[src/rtl/einstein_kb_pkg.sv]
// Shared types and constants for the Einstein PS/2 keyboard front end.
// The KB_RESET_KEY_EN build option lives in einstein_ps2_kbd.sv.
package einstein_kb_pkg;

    localparam int unsigned ROW_W = 3;
    localparam int unsigned COL_W = 3;
    localparam int unsigned N_KEYS = 64;
    localparam int unsigned PAUSE_SKIP = 7;

    localparam logic [7:0] PS2_EXT    = 8'hE0;
    localparam logic [7:0] PS2_BRK    = 8'hF0;
    localparam logic [7:0] PS2_PAUSE  = 8'hE1;
    localparam logic [7:0] PS2_BAT    = 8'hAA;
    localparam logic [7:0] PS2_ACK    = 8'hFA;
    localparam logic [7:0] PS2_ECHO   = 8'hEE;
    localparam logic [7:0] PS2_RESEND = 8'hFE;
    localparam logic [7:0] PS2_ERR0   = 8'h00;
    localparam logic [7:0] PS2_ERR1   = 8'hFF;
    localparam logic [7:0] PS2_LSHIFT = 8'h12;
    localparam logic [7:0] PS2_RSHIFT = 8'h59;
    localparam logic [7:0] PS2_CTRL   = 8'h14;
    localparam logic [7:0] PS2_ALT    = 8'h11;
    localparam logic [7:0] PS2_F12    = 8'h07;

    typedef struct packed {
        logic             valid;
        logic [ROW_W-1:0] row;
        logic [COL_W-1:0] col;
    } key_pos_t;

    typedef enum logic [2:0] {
        DEC_BASE,
        DEC_EXT,
        DEC_BRK,
        DEC_EXT_BRK,
        DEC_SKIP
    } dec_state_t;

    typedef enum logic [1:0] {
        RX_IDLE,
        RX_DATA,
        RX_PARITY,
        RX_STOP
    } rx_state_t;

    function automatic key_pos_t kp(input logic [ROW_W-1:0] r, input logic [COL_W-1:0] c);
        key_pos_t k;
        k.valid = 1'b1;
        k.row   = r;
        k.col   = c;
        return k;
    endfunction

    // Set-2 scan code (with E0 flag) to Einstein matrix position.
    function automatic key_pos_t keymap(input logic [7:0] code, input logic ext);
        key_pos_t k;
        k = '0;
        case ({ext, code})
            9'h016: k = kp(3'd0, 3'd0);
            9'h01E: k = kp(3'd0, 3'd1);
            9'h026: k = kp(3'd0, 3'd2);
            9'h025: k = kp(3'd0, 3'd3);
            9'h02E: k = kp(3'd0, 3'd4);
            9'h036: k = kp(3'd0, 3'd5);
            9'h03D: k = kp(3'd0, 3'd6);
            9'h03E: k = kp(3'd0, 3'd7);
            9'h01C: k = kp(3'd1, 3'd0);
            9'h01B: k = kp(3'd1, 3'd1);
            9'h023: k = kp(3'd1, 3'd2);
            9'h02B: k = kp(3'd1, 3'd3);
            9'h034: k = kp(3'd1, 3'd4);
            9'h033: k = kp(3'd1, 3'd5);
            9'h03B: k = kp(3'd1, 3'd6);
            9'h042: k = kp(3'd1, 3'd7);
            9'h015: k = kp(3'd2, 3'd0);
            9'h01D: k = kp(3'd2, 3'd1);
            9'h024: k = kp(3'd2, 3'd2);
            9'h02D: k = kp(3'd2, 3'd3);
            9'h02C: k = kp(3'd2, 3'd4);
            9'h035: k = kp(3'd2, 3'd5);
            9'h03C: k = kp(3'd2, 3'd6);
            9'h043: k = kp(3'd2, 3'd7);
            9'h01A: k = kp(3'd3, 3'd0);
            9'h022: k = kp(3'd3, 3'd1);
            9'h021: k = kp(3'd3, 3'd2);
            9'h02A: k = kp(3'd3, 3'd3);
            9'h032: k = kp(3'd3, 3'd4);
            9'h031: k = kp(3'd3, 3'd5);
            9'h03A: k = kp(3'd3, 3'd6);
            9'h041: k = kp(3'd3, 3'd7);
            9'h046: k = kp(3'd4, 3'd0);
            9'h045: k = kp(3'd4, 3'd1);
            9'h044: k = kp(3'd4, 3'd2);
            9'h04D: k = kp(3'd4, 3'd3);
            9'h04B: k = kp(3'd4, 3'd4);
            9'h04C: k = kp(3'd4, 3'd5);
            9'h049: k = kp(3'd4, 3'd6);
            9'h04A: k = kp(3'd4, 3'd7);
            9'h029: k = kp(3'd5, 3'd0);
            9'h05A: k = kp(3'd5, 3'd1);
            9'h066: k = kp(3'd5, 3'd2);
            9'h076: k = kp(3'd5, 3'd3);
            9'h00D: k = kp(3'd5, 3'd4);
            9'h04E: k = kp(3'd5, 3'd5);
            9'h055: k = kp(3'd5, 3'd6);
            9'h052: k = kp(3'd5, 3'd7);
            9'h005: k = kp(3'd6, 3'd0);
            9'h006: k = kp(3'd6, 3'd1);
            9'h004: k = kp(3'd6, 3'd2);
            9'h00C: k = kp(3'd6, 3'd3);
            9'h003: k = kp(3'd6, 3'd4);
            9'h00B: k = kp(3'd6, 3'd5);
            9'h083: k = kp(3'd6, 3'd6);
            9'h00A: k = kp(3'd6, 3'd7);
            9'h175: k = kp(3'd7, 3'd0);
            9'h172: k = kp(3'd7, 3'd1);
            9'h16B: k = kp(3'd7, 3'd2);
            9'h174: k = kp(3'd7, 3'd3);
            9'h007: k = kp(3'd7, 3'd4);
            9'h078: k = kp(3'd7, 3'd5);
            9'h170: k = kp(3'd7, 3'd6);
            9'h171: k = kp(3'd7, 3'd7);
            default: k = '0;
        endcase
        return k;
    endfunction

endpackage

[src/rtl/einstein_ps2_kbd_if.sv]
// Keyboard matrix link between the PSG ports and the keyboard front end.
interface einstein_ps2_kbd_if;
    logic [7:0] kb_row;
    logic [7:0] kb_col;
    logic       kb_shift;
    logic       kb_ctrl;
    logic       kb_graph;

    modport master (output kb_row, input kb_col, kb_shift, kb_ctrl, kb_graph);
    modport slave  (input kb_row, output kb_col, kb_shift, kb_ctrl, kb_graph);
endinterface

[src/rtl/einstein_ps2_rx.sv]
// PS/2 frame receiver: input synchronisers, ps2_clk glitch filter, frame FSM and
// inter-edge timeout. Emits one-cycle byte_valid / rx_err pulses.
module einstein_ps2_rx
    import einstein_kb_pkg::*;
#(
    parameter int unsigned FILTER_LEN  = 8,
    parameter int unsigned TIMEOUT_CYC = 20000
) (
    input  logic       clk_sys,
    input  logic       reset_n,
    input  logic       ps2_clk,
    input  logic       ps2_data,
    output logic [7:0] rx_byte,
    output logic       byte_valid,
    output logic       rx_err,
    output logic       rx_timeout
);

    localparam int unsigned FLT_W  = (FILTER_LEN > 1) ? $clog2(FILTER_LEN) : 1;
    localparam int unsigned TOUT_W = $clog2(TIMEOUT_CYC + 1);

    logic             clk_s1_q, clk_s1_d, clk_s2_q, clk_s2_d;
    logic             dat_s1_q, dat_s1_d, dat_s2_q, dat_s2_d;
    logic             flt_q, flt_d;
    logic [FLT_W-1:0] flt_cnt_q, flt_cnt_d;
    logic             fall_c;

    rx_state_t        state_q, state_d;
    logic [2:0]       bit_cnt_q, bit_cnt_d;
    logic [7:0]       shreg_q, shreg_d;
    logic             par_q, par_d;
    logic [TOUT_W-1:0] tout_q, tout_d;
    logic [7:0]       byte_q, byte_d;
    logic             valid_q, valid_d;
    logic             err_q, err_d;
    logic             timeout_q, timeout_d;

    // Synchronisers and clock filter: a new ps2_clk level needs FILTER_LEN equal samples.
    always_comb begin
        clk_s1_d  = ps2_clk;
        clk_s2_d  = clk_s1_q;
        dat_s1_d  = ps2_data;
        dat_s2_d  = dat_s1_q;
        flt_d     = flt_q;
        flt_cnt_d = '0;
        if (clk_s2_q != flt_q) begin
            if (flt_cnt_q == FLT_W'(FILTER_LEN - 1)) begin
                flt_d = clk_s2_q;
            end else begin
                flt_cnt_d = flt_cnt_q + FLT_W'(1);
            end
        end
        fall_c = flt_q & ~flt_d;
    end

    always_comb begin
        state_d   = state_q;
        bit_cnt_d = bit_cnt_q;
        shreg_d   = shreg_q;
        par_d     = par_q;
        byte_d    = byte_q;
        valid_d   = 1'b0;
        err_d     = 1'b0;
        timeout_d = 1'b0;
        tout_d    = (state_q == RX_IDLE || fall_c) ? '0 : tout_q + TOUT_W'(1);

        case (state_q)
            RX_IDLE: begin
                if (fall_c && !dat_s2_q) begin
                    state_d   = RX_DATA;
                    bit_cnt_d = '0;
                end
            end
            RX_DATA: begin
                if (fall_c) begin
                    shreg_d   = {dat_s2_q, shreg_q[7:1]};
                    bit_cnt_d = bit_cnt_q + 3'd1;
                    if (bit_cnt_q == 3'd7) state_d = RX_PARITY;
                end
            end
            RX_PARITY: begin
                if (fall_c) begin
                    par_d   = dat_s2_q;
                    state_d = RX_STOP;
                end
            end
            RX_STOP: begin
                if (fall_c) begin
                    if (dat_s2_q && (^{shreg_q, par_q})) begin
                        byte_d  = shreg_q;
                        valid_d = 1'b1;
                    end else begin
                        err_d = 1'b1;
                    end
                    state_d = RX_IDLE;
                end
            end
            default: state_d = RX_IDLE;
        endcase

        // A stalled frame is abandoned; the decoder is told so it can resync.
        if (state_q != RX_IDLE && tout_q >= TOUT_W'(TIMEOUT_CYC)) begin
            state_d   = RX_IDLE;
            valid_d   = 1'b0;
            err_d     = 1'b1;
            timeout_d = 1'b1;
        end
    end

    always_ff @(posedge clk_sys or negedge reset_n) begin
        if (!reset_n) begin
            clk_s1_q  <= 1'b1;
            clk_s2_q  <= 1'b1;
            dat_s1_q  <= 1'b1;
            dat_s2_q  <= 1'b1;
            flt_q     <= 1'b1;
            flt_cnt_q <= '0;
            state_q   <= RX_IDLE;
            bit_cnt_q <= '0;
            shreg_q   <= '0;
            par_q     <= 1'b0;
            tout_q    <= '0;
            byte_q    <= '0;
            valid_q   <= 1'b0;
            err_q     <= 1'b0;
            timeout_q <= 1'b0;
        end else begin
            clk_s1_q  <= clk_s1_d;
            clk_s2_q  <= clk_s2_d;
            dat_s1_q  <= dat_s1_d;
            dat_s2_q  <= dat_s2_d;
            flt_q     <= flt_d;
            flt_cnt_q <= flt_cnt_d;
            state_q   <= state_d;
            bit_cnt_q <= bit_cnt_d;
            shreg_q   <= shreg_d;
            par_q     <= par_d;
            tout_q    <= tout_d;
            byte_q    <= byte_d;
            valid_q   <= valid_d;
            err_q     <= err_d;
            timeout_q <= timeout_d;
        end
    end

    assign rx_byte    = byte_q;
    assign byte_valid = valid_q;
    assign rx_err     = err_q;
    assign rx_timeout = timeout_q;

endmodule

[src/rtl/einstein_ps2_kbd.sv]
// PS/2 keyboard front end: set-2 decoder, 64-key matrix, modifiers, kb_col scan.
// Define KB_RESET_KEY_EN to turn F12 into a key_reset pulse instead of a matrix key.
module einstein_ps2_kbd
    import einstein_kb_pkg::*;
#(
    parameter int unsigned FILTER_LEN  = 8,
    parameter int unsigned TIMEOUT_CYC = 20000,
    parameter int unsigned RESET_PULSE = 1024
) (
    input  logic              clk_sys,
    input  logic              reset_n,
    input  logic              ps2_clk,
    input  logic              ps2_data,
    einstein_ps2_kbd_if.slave kb,
    output logic              rx_err,
    output logic              key_reset
);

`ifdef KB_RESET_KEY_EN
    localparam bit RESET_KEY_EN = 1'b1;
`else
    localparam bit RESET_KEY_EN = 1'b0;
`endif

    localparam int unsigned RST_W = $clog2(RESET_PULSE + 1);

    logic [7:0] rx_byte;
    logic       rx_valid;
    logic       rx_timeout;

    einstein_ps2_rx #(
        .FILTER_LEN (FILTER_LEN),
        .TIMEOUT_CYC(TIMEOUT_CYC)
    ) u_rx (
        .clk_sys   (clk_sys),
        .reset_n   (reset_n),
        .ps2_clk   (ps2_clk),
        .ps2_data  (ps2_data),
        .rx_byte   (rx_byte),
        .byte_valid(rx_valid),
        .rx_err    (rx_err),
        .rx_timeout(rx_timeout)
    );

    dec_state_t        dec_q, dec_d;
    logic [2:0]        skip_q, skip_d;
    logic [N_KEYS-1:0] matrix_q, matrix_d;
    logic              shift_l_q, shift_l_d, shift_r_q, shift_r_d;
    logic              ctrl_l_q, ctrl_l_d, ctrl_r_q, ctrl_r_d;
    logic              alt_l_q, alt_l_d, alt_r_q, alt_r_d;
    logic [7:0]        kb_col_q, kb_col_d;
    logic              kb_shift_q, kb_shift_d, kb_ctrl_q, kb_ctrl_d, kb_graph_q, kb_graph_d;
    logic [RST_W-1:0]  rst_cnt_q, rst_cnt_d;
    logic              key_reset_q, key_reset_d;

    logic              do_key_c, key_make_c, key_ext_c, krst_trig_c;
    key_pos_t          key_pos_c;

    // Prefix decoder and key/modifier state update.
    always_comb begin
        dec_d       = dec_q;
        skip_d      = skip_q;
        matrix_d    = matrix_q;
        shift_l_d   = shift_l_q;
        shift_r_d   = shift_r_q;
        ctrl_l_d    = ctrl_l_q;
        ctrl_r_d    = ctrl_r_q;
        alt_l_d     = alt_l_q;
        alt_r_d     = alt_r_q;
        do_key_c    = 1'b0;
        key_make_c  = 1'b0;
        key_ext_c   = 1'b0;
        krst_trig_c = 1'b0;

        if (rx_timeout) begin
            dec_d  = DEC_BASE;
            skip_d = '0;
        end else if (rx_valid) begin
            case (dec_q)
                DEC_BASE: begin
                    if (rx_byte == PS2_EXT) begin
                        dec_d = DEC_EXT;
                    end else if (rx_byte == PS2_BRK) begin
                        dec_d = DEC_BRK;
                    end else if (rx_byte == PS2_PAUSE) begin
                        dec_d  = DEC_SKIP;
                        skip_d = 3'(PAUSE_SKIP);
                    end else if (rx_byte == PS2_BAT) begin
                        matrix_d = '0;
                    end else if (rx_byte == PS2_ACK || rx_byte == PS2_ECHO ||
                                 rx_byte == PS2_RESEND || rx_byte == PS2_ERR0 ||
                                 rx_byte == PS2_ERR1) begin
                        dec_d = DEC_BASE;
                    end else begin
                        do_key_c   = 1'b1;
                        key_make_c = 1'b1;
                    end
                end
                DEC_EXT: begin
                    if (rx_byte == PS2_BRK) begin
                        dec_d = DEC_EXT_BRK;
                    end else begin
                        do_key_c   = 1'b1;
                        key_make_c = 1'b1;
                        key_ext_c  = 1'b1;
                        dec_d      = DEC_BASE;
                    end
                end
                DEC_BRK: begin
                    do_key_c = 1'b1;
                    dec_d    = DEC_BASE;
                end
                DEC_EXT_BRK: begin
                    do_key_c  = 1'b1;
                    key_ext_c = 1'b1;
                    dec_d     = DEC_BASE;
                end
                DEC_SKIP: begin
                    skip_d = skip_q - 3'd1;
                    if (skip_q <= 3'd1) dec_d = DEC_BASE;
                end
                default: dec_d = DEC_BASE;
            endcase
        end

        key_pos_c = keymap(rx_byte, key_ext_c);
        if (do_key_c) begin
            if (!key_ext_c && rx_byte == PS2_LSHIFT) begin
                shift_l_d = key_make_c;
            end else if (!key_ext_c && rx_byte == PS2_RSHIFT) begin
                shift_r_d = key_make_c;
            end else if (rx_byte == PS2_CTRL) begin
                if (key_ext_c) ctrl_r_d = key_make_c;
                else           ctrl_l_d = key_make_c;
            end else if (rx_byte == PS2_ALT) begin
                if (key_ext_c) alt_r_d = key_make_c;
                else           alt_l_d = key_make_c;
            end else if (RESET_KEY_EN && !key_ext_c && rx_byte == PS2_F12) begin
                krst_trig_c = key_make_c;
            end else if (key_pos_c.valid) begin
                matrix_d[{key_pos_c.row, key_pos_c.col}] = key_make_c;
            end
        end
    end

    // Column sense: OR of every pressed key across all selected rows.
    always_comb begin
        kb_col_d = '1;
        for (int c = 0; c < 8; c++) begin
            for (int r = 0; r < 8; r++) begin
                if (!kb.kb_row[r] && matrix_q[{3'(r), 3'(c)}]) kb_col_d[c] = 1'b0;
            end
        end
        kb_shift_d = shift_l_q | shift_r_q;
        kb_ctrl_d  = ctrl_l_q | ctrl_r_q;
        kb_graph_d = alt_l_q | alt_r_q;
    end

    // Retriggerable reset pulse; high for exactly RESET_PULSE cycles after the last trigger.
    always_comb begin
        rst_cnt_d = rst_cnt_q;
        if (krst_trig_c) begin
            rst_cnt_d = RST_W'(RESET_PULSE);
        end else if (rst_cnt_q != '0) begin
            rst_cnt_d = rst_cnt_q - RST_W'(1);
        end
        key_reset_d = (rst_cnt_d != '0);
    end

    always_ff @(posedge clk_sys or negedge reset_n) begin
        if (!reset_n) begin
            dec_q       <= DEC_BASE;
            skip_q      <= '0;
            matrix_q    <= '0;
            shift_l_q   <= 1'b0;
            shift_r_q   <= 1'b0;
            ctrl_l_q    <= 1'b0;
            ctrl_r_q    <= 1'b0;
            alt_l_q     <= 1'b0;
            alt_r_q     <= 1'b0;
            kb_col_q    <= 8'hFF;
            kb_shift_q  <= 1'b0;
            kb_ctrl_q   <= 1'b0;
            kb_graph_q  <= 1'b0;
            rst_cnt_q   <= '0;
            key_reset_q <= 1'b0;
        end else begin
            dec_q       <= dec_d;
            skip_q      <= skip_d;
            matrix_q    <= matrix_d;
            shift_l_q   <= shift_l_d;
            shift_r_q   <= shift_r_d;
            ctrl_l_q    <= ctrl_l_d;
            ctrl_r_q    <= ctrl_r_d;
            alt_l_q     <= alt_l_d;
            alt_r_q     <= alt_r_d;
            kb_col_q    <= kb_col_d;
            kb_shift_q  <= kb_shift_d;
            kb_ctrl_q   <= kb_ctrl_d;
            kb_graph_q  <= kb_graph_d;
            rst_cnt_q   <= rst_cnt_d;
            key_reset_q <= key_reset_d;
        end
    end

    assign kb.kb_col   = kb_col_q;
    assign kb.kb_shift = kb_shift_q;
    assign kb.kb_ctrl  = kb_ctrl_q;
    assign kb.kb_graph = kb_graph_q;
    assign key_reset   = key_reset_q;

endmodule
[src/flat_wrapper.sv]
// flat-port wrapper written by rule: the top's interface ports become plain ports
module einstein_ps2_kbd_flat import einstein_kb_pkg::*;
#(
    parameter int unsigned FILTER_LEN  = 8,
    parameter int unsigned TIMEOUT_CYC = 20000,
    parameter int unsigned RESET_PULSE = 1024
)
  (clk_sys, reset_n, ps2_clk, ps2_data, rx_err, key_reset, kb_kb_row, kb_kb_col, kb_kb_shift, kb_kb_ctrl, kb_kb_graph);
  einstein_ps2_kbd_if kb_i ();
  input  logic clk_sys;
  input  logic reset_n;
  input  logic ps2_clk;
  input  logic ps2_data;
  output logic rx_err;
  output logic key_reset;
  input wire logic [$bits(kb_i.kb_row)-1:0] kb_kb_row;
  output wire logic [$bits(kb_i.kb_col)-1:0] kb_kb_col;
  output wire logic [$bits(kb_i.kb_shift)-1:0] kb_kb_shift;
  output wire logic [$bits(kb_i.kb_ctrl)-1:0] kb_kb_ctrl;
  output wire logic [$bits(kb_i.kb_graph)-1:0] kb_kb_graph;
  assign kb_i.kb_row = kb_kb_row;
  assign kb_kb_col = kb_i.kb_col;
  assign kb_kb_shift = kb_i.kb_shift;
  assign kb_kb_ctrl = kb_i.kb_ctrl;
  assign kb_kb_graph = kb_i.kb_graph;
  einstein_ps2_kbd #(.FILTER_LEN(FILTER_LEN), .TIMEOUT_CYC(TIMEOUT_CYC), .RESET_PULSE(RESET_PULSE)) u_core (.clk_sys(clk_sys), .reset_n(reset_n), .ps2_clk(ps2_clk), .ps2_data(ps2_data), .kb(kb_i), .rx_err(rx_err), .key_reset(key_reset));
endmodule
[config.mk]
export PLATFORM = sky130hd
export DESIGN_NAME = einstein_ps2_kbd_flat
export DESIGN_NICKNAME = d
export VERILOG_FILES = /design/src/rtl/einstein_kb_pkg.sv /design/src/rtl/einstein_ps2_kbd_if.sv /design/src/rtl/einstein_ps2_rx.sv /design/src/rtl/einstein_ps2_kbd.sv /design/src/flat_wrapper.sv
export SDC_FILE = /design/constraint.sdc
export NUM_CORES = 1
export LEC_CHECK = 0
export ABC_CLOCK_PERIOD_IN_PS = 3500
export BUFFER_PORTS_ARGS = -buffer_cell sky130_fd_sc_hd__buf_2
export CAP_MARGIN = 10
export CORE_UTILIZATION = 63
export CTS_CLUSTER_DIAMETER = 100
export DETAILED_ROUTE_END_ITERATION = 16
export GPL_TIMING_DRIVEN = 0
export PLACE_DENSITY = 0.85
export SLEW_MARGIN = 10
export SYNTH_ARGS = -nofsm -noshare
export SYNTH_HDL_FRONTEND = slang
export SYNTH_HIERARCHICAL = 1
export SYNTH_SLANG_ARGS = --single-unit
[constraint.sdc]
create_clock -name clk_sys -period 3.5 [get_ports clk_sys]
set_input_delay 0.525 -clock clk_sys [delete_from_list [all_inputs] [get_ports clk_sys]]
set_output_delay 0.525 -clock clk_sys [all_outputs]
set_load 0.01 [all_outputs]
==> tab_implementation.tex <==
\begin{tabular}{lr}
\hline
Metric & Value \\
\hline
\multicolumn{2}{l}{\textbf{Global routing}} \\
Global route overflow & 0 \\
Number of antenna violations at the first check in global routing & 0 \\
Pin count of the biggest net entering global routing & 113 \\
First-pass GRT wire length & 37.9 mm \\
Number of global-route vias before repair & 7248 \\
All-Layer GR Usage & 35.0\% \\
\multicolumn{2}{l}{\textbf{Final layout}} \\
P\&R area growth vs syn & 14.6\% \\
Final Instance Count excl. Fillers & 1117 \\
Antenna diode count & 0 \\
Number of nets in the layout & 958 \\
Fraction of layout instances using a drive strength above 1 & 18.1\% \\
Share of the core filled with cells & 74.9\% \\
Fill cells & 916 \\
\multicolumn{2}{l}{\textbf{Place}} \\
Number of port buffers & 16 \\
Instance count after placement with tap cells included & 1079 \\
Final HPWL from detailed placement & 15.4 mm \\
Weighted congestion at the end of routability-driven global placement & 1.00 \\
\multicolumn{2}{l}{\textbf{Min path}} \\
Type of the most critical hold path & input port to flip-flop \\
\multicolumn{2}{l}{\textbf{Run}} \\
Max\_cap viols & 0 \\
\multicolumn{2}{l}{\textbf{Setup path}} \\
Type of the worst setup path & flip-flop to flip-flop \\
Data arrival time of the critical path & 3.72 ns \\
Kind of end point of the critical path & flip-flop \\
Maximum net fanout on the critical path & 10 \\
Critical Path RT & 3.82 ns \\
Type of element launching the critical path & flip-flop \\
\multicolumn{2}{l}{\textbf{Drt}} \\
Initial DRC Count & 1103 \\
Final antenna-violating net count & 0 \\
Via count & 7622 \\
Via-per-instance ratio & 6.82 \\
Wirelength, routed & 23.4 mm \\
Router iterations before antenna repair & 5 \\
Total DRC errors in the routed layout & 0 \\
Average wire per cell in the routed design & 20.9 um \\
\multicolumn{2}{l}{\textbf{Yosys}} \\
Number of synthesized register bits & 147 \\
Synth warn & 6 \\
EDFF count, synth & 0 \\
Number of distinct library cells after synthesis & 78 \\
Post-synthesis cell area & 8390 um\^{}2 \\
Cells after Synth & 890 \\
Post-synthesis average cell area & 9.42 um\^{}2 \\
Share of synthesized flip-flops with an asynchronous set or reset & 100\% \\
Prevailing post-synth register cell & dfrtp\_1 \\
Sequential cell area fraction in the yosys report & 44.1\% \\
Mapped Nets & 916 \\
\multicolumn{2}{l}{\textbf{Die}} \\
Initial cell density of the core & 65.4\% \\
Num ports & 25 \\
Floorplan Core Area & 12800 um\^{}2 \\
Total Die Area & 13800 um\^{}2 \\
Std cell rows & 41 \\
Die Y-Extent & 117 um \\
Die width & 117 um \\
\multicolumn{2}{l}{\textbf{Power}} \\
Leakage component of the power & 0.00398 uW \\
Maximum ir drop on the vdd rail & 0.594 mV \\
Power per standard cell area & 435 nW/um\^{}2 \\
\multicolumn{2}{l}{\textbf{STA}} \\
Final number of setup-violating endpoints & 0 \\
Number of hold-slack violations in the final timing report & 0 \\
Setup skew after layout & 0.00625 ns \\
Slew margin rel. & 35.1\% \\
Crit path time final & 3.40 ns \\
Hold slack final & 0.203 ns \\
Fmax & 0.294 GHz \\
Period utilisation layout & 97.0\% \\
Number of slew-limit violations in the final report & 0 \\
Pin slew with the least headroom to its limit & 0.959 ns \\
\multicolumn{2}{l}{\textbf{Outcome}} \\
Status & complete, no violations \\
\multicolumn{2}{l}{\textbf{Clock network}} \\
Source-to-sink clock delay at the later pin of the worst-skew pair & 0.42 ns \\
H-tree Lvls & 4 \\
CTS buffer count & 17 \\
Master cell of the clock root buffer & clkbuf\_16 \\
Maximum buffer depth of the clock tree & 2 \\
Number of sinks driven by the clock tree & 147 \\
CTS tree & yes \\
Post-CTS clock slew at the launch and capture registers of the worst setup and hold paths & 0.06 ns \\
\hline
\end{tabular}
==> per-layer routing <==
metal  vias up  GRT usage (%)  wire [um]
met1      3689           47.0       9470
met4         0           13.8        615
met5         -              0          0
met3        59           9.00       2500
li1       3381              -          -
met2       493           54.1      10800
==> through the flow <==
stage	total power (uW)	setup WS (ns)	instance area (um^2)	setup TNS, ns
after detailed placement	2110	-0.325	8720	-10.69
final	4180	0.104	9610	0
after CTS	4210	0.00169	9480	0
after floorplan	2010	0.548	8390	0
after global placement	2100	-0.443	8680	-30.19
after global routing	4330	-0.00854	9610	-0.00854
==> kinds of logic (layout without fill, tap and decap cells) <==
| kind of cell | Yosys count | after routing | synth area share (%) |
|---|---|---|---|
| AO/OA/AOI/OAI | 256 | 256 | 21.9 |
| XOR/XNOR | 26 | 26 | 2.97 |
| adder cells (fa/ha/maj) | 14 | 14 | 2.09 |
| buffers and inverters | 154 | 209 | 7.22 |
| flip-flops | 147 | 147 | 44.1 |
| multiplexers | 33 | 33 | 4.28 |
| AND/OR/NAND/NOR | 260 | 260 | 17.5 |
==> critical path: stages (launching register included) <==
cell and delay (ns):
dfrtp_1 0.39, buf_6 0.14, or4_1 0.57, buf_2 0.19, or2_2 0.35, a221oi_2 0.38
nor3_2 0.11, buf_4 0.18, nand3_1 0.27, clkbuf_1 0.46, o211ai_1 0.15, o31ai_1 0.11
==> flip-flops by register name, summed over array words and instances (netlist names), 2 cells and up <==
name                   flops
u_core/rst_cnt_q          11
u_core/u_rx/shreg_q        8
u_core/u_rx/bit_cnt_q      3
u_core/matrix_q           64
u_core/u_rx/rx_byte        8
u_core/kb.kb_col           8
u_core/u_rx/flt_cnt_q      3
u_core/u_rx/tout_q        15
u_core/skip_q              3
u_core/u_rx/state_q        2
u_core/dec_q               3
==> cell type report <==
type                            count  area, um^2  area share (%)
Inverter                           82         308            3.20
Sequential cell                   147        3690            38.5
Buffer                             71         327            3.40
Clock inverter                     14         245            2.55
Multi-Input combinational cell    589        4220            43.9
Clock buffer                       18         429            4.47
Timing Repair Buffer               24         173            1.80
Tap cell                          172         215            2.24
==> cells in the mapped netlist (10+ instances only) <==
master | count | area, um^2
ha_1 | 14 | 175
dfrtp_1 | 134 | 3350
mux2_2 | 23 | 259
nand3_1 | 16 | 80.1
o31ai_1 | 61 | 458
nand2_1 | 50 | 188
a21oi_1 | 20 | 100
o21ai_0 | 25 | 125
nand4_1 | 17 | 106
clkbuf_1 | 53 | 199
o22ai_1 | 37 | 231
mux2i_1 | 10 | 100
xor2_1 | 15 | 131
o211ai_1 | 59 | 443
inv_1 | 81 | 304
nor2b_1 | 10 | 62.6
nor2_1 | 48 | 180
buf_2 | 12 | 60.1
dfstp_2 | 13 | 342
nor4_1 | 14 | 87.6
nor3_1 | 24 | 120
==> where the power goes <==
group / internal (uW) / switching (uW) / leakage [uW]
Sequential: 1760 / 40.6 / 0.00200
Combinational: 99.6 / 187 / 0.00165
Clock: 1350 / 749 / 0.000326
Total: 3210 / 977 / 0.00398
==> repair_timing <==
action / CTS / global route
pin swaps: 1 / 3
hold buffers: 1 / 0
setup endpoints to repair: 63 / 67
buffers inserted: 2 / 4
endpoints found under the hold margin: 29 / 0
gates resized for setup: 21 / 39
==> path summary, 6_finish.rpt <==
kind | end | start | depth (start not counted) | slack, ns
max in group asynchronous | u_core/u_rx/rx_timeout | reset_n | 3 | 2.08
setup / recovery | u_core/matrix_q[37] | u_core/u_rx/rx_byte[1] | 11 | 0.10
hold / removal | u_core/u_rx/clk_s1_q | ps2_clk | 1 | 0.20
hold reg to reg | u_core/u_rx/clk_s2_q | u_core/u_rx/clk_s1_q | 0 | 0.36
min in group asynchronous | u_core/matrix_q[33] | reset_n | 2 | 0.56
setup reg to reg | u_core/matrix_q[37] | u_core/u_rx/rx_byte[1] | 11 | 0.10
==> cell usage in the layout (no fill, tap or decap), types with 4 or more instances in the layout <==
cell type / netlist / final
o22ai_1: 37 / 37
xnor2_1: 9 / 9
clkbuf_16: 0 / 17
o31ai_1: 61 / 59
nand3b_1: 6 / 6
nand3_1: 16 / 13
and2_1: 7 / 7
a211oi_1: 4 / 4
nand3_2: 4 / 5
clkbuf_1: 53 / 32
dfstp_2: 13 / 13
nand2_1: 50 / 49
buf_4: 0 / 6
inv_6: 0 / 5
nand4_1: 17 / 17
or3_1: 8 / 8
o211ai_1: 59 / 59
a31oi_1: 9 / 8
nor4_1: 14 / 13
nor2_1: 48 / 48
and3b_1: 5 / 5
bufinv_16: 0 / 6
mux2i_1: 10 / 10
nor2b_1: 10 / 10
a21oi_1: 20 / 19
ha_1: 14 / 14
and3_1: 4 / 4
o21ai_0: 25 / 25
or2_2: 5 / 5
inv_1: 81 / 81
nand4b_1: 4 / 4
nand2b_1: 9 / 9
clkbuf_2: 4 / 26
nor3_1: 24 / 22
mux2_2: 23 / 23
xor2_1: 15 / 15
buf_2: 12 / 25
dfrtp_1: 134 / 134
or4_1: 6 / 6
Note: power is estimated with default switching activity, not from simulation.
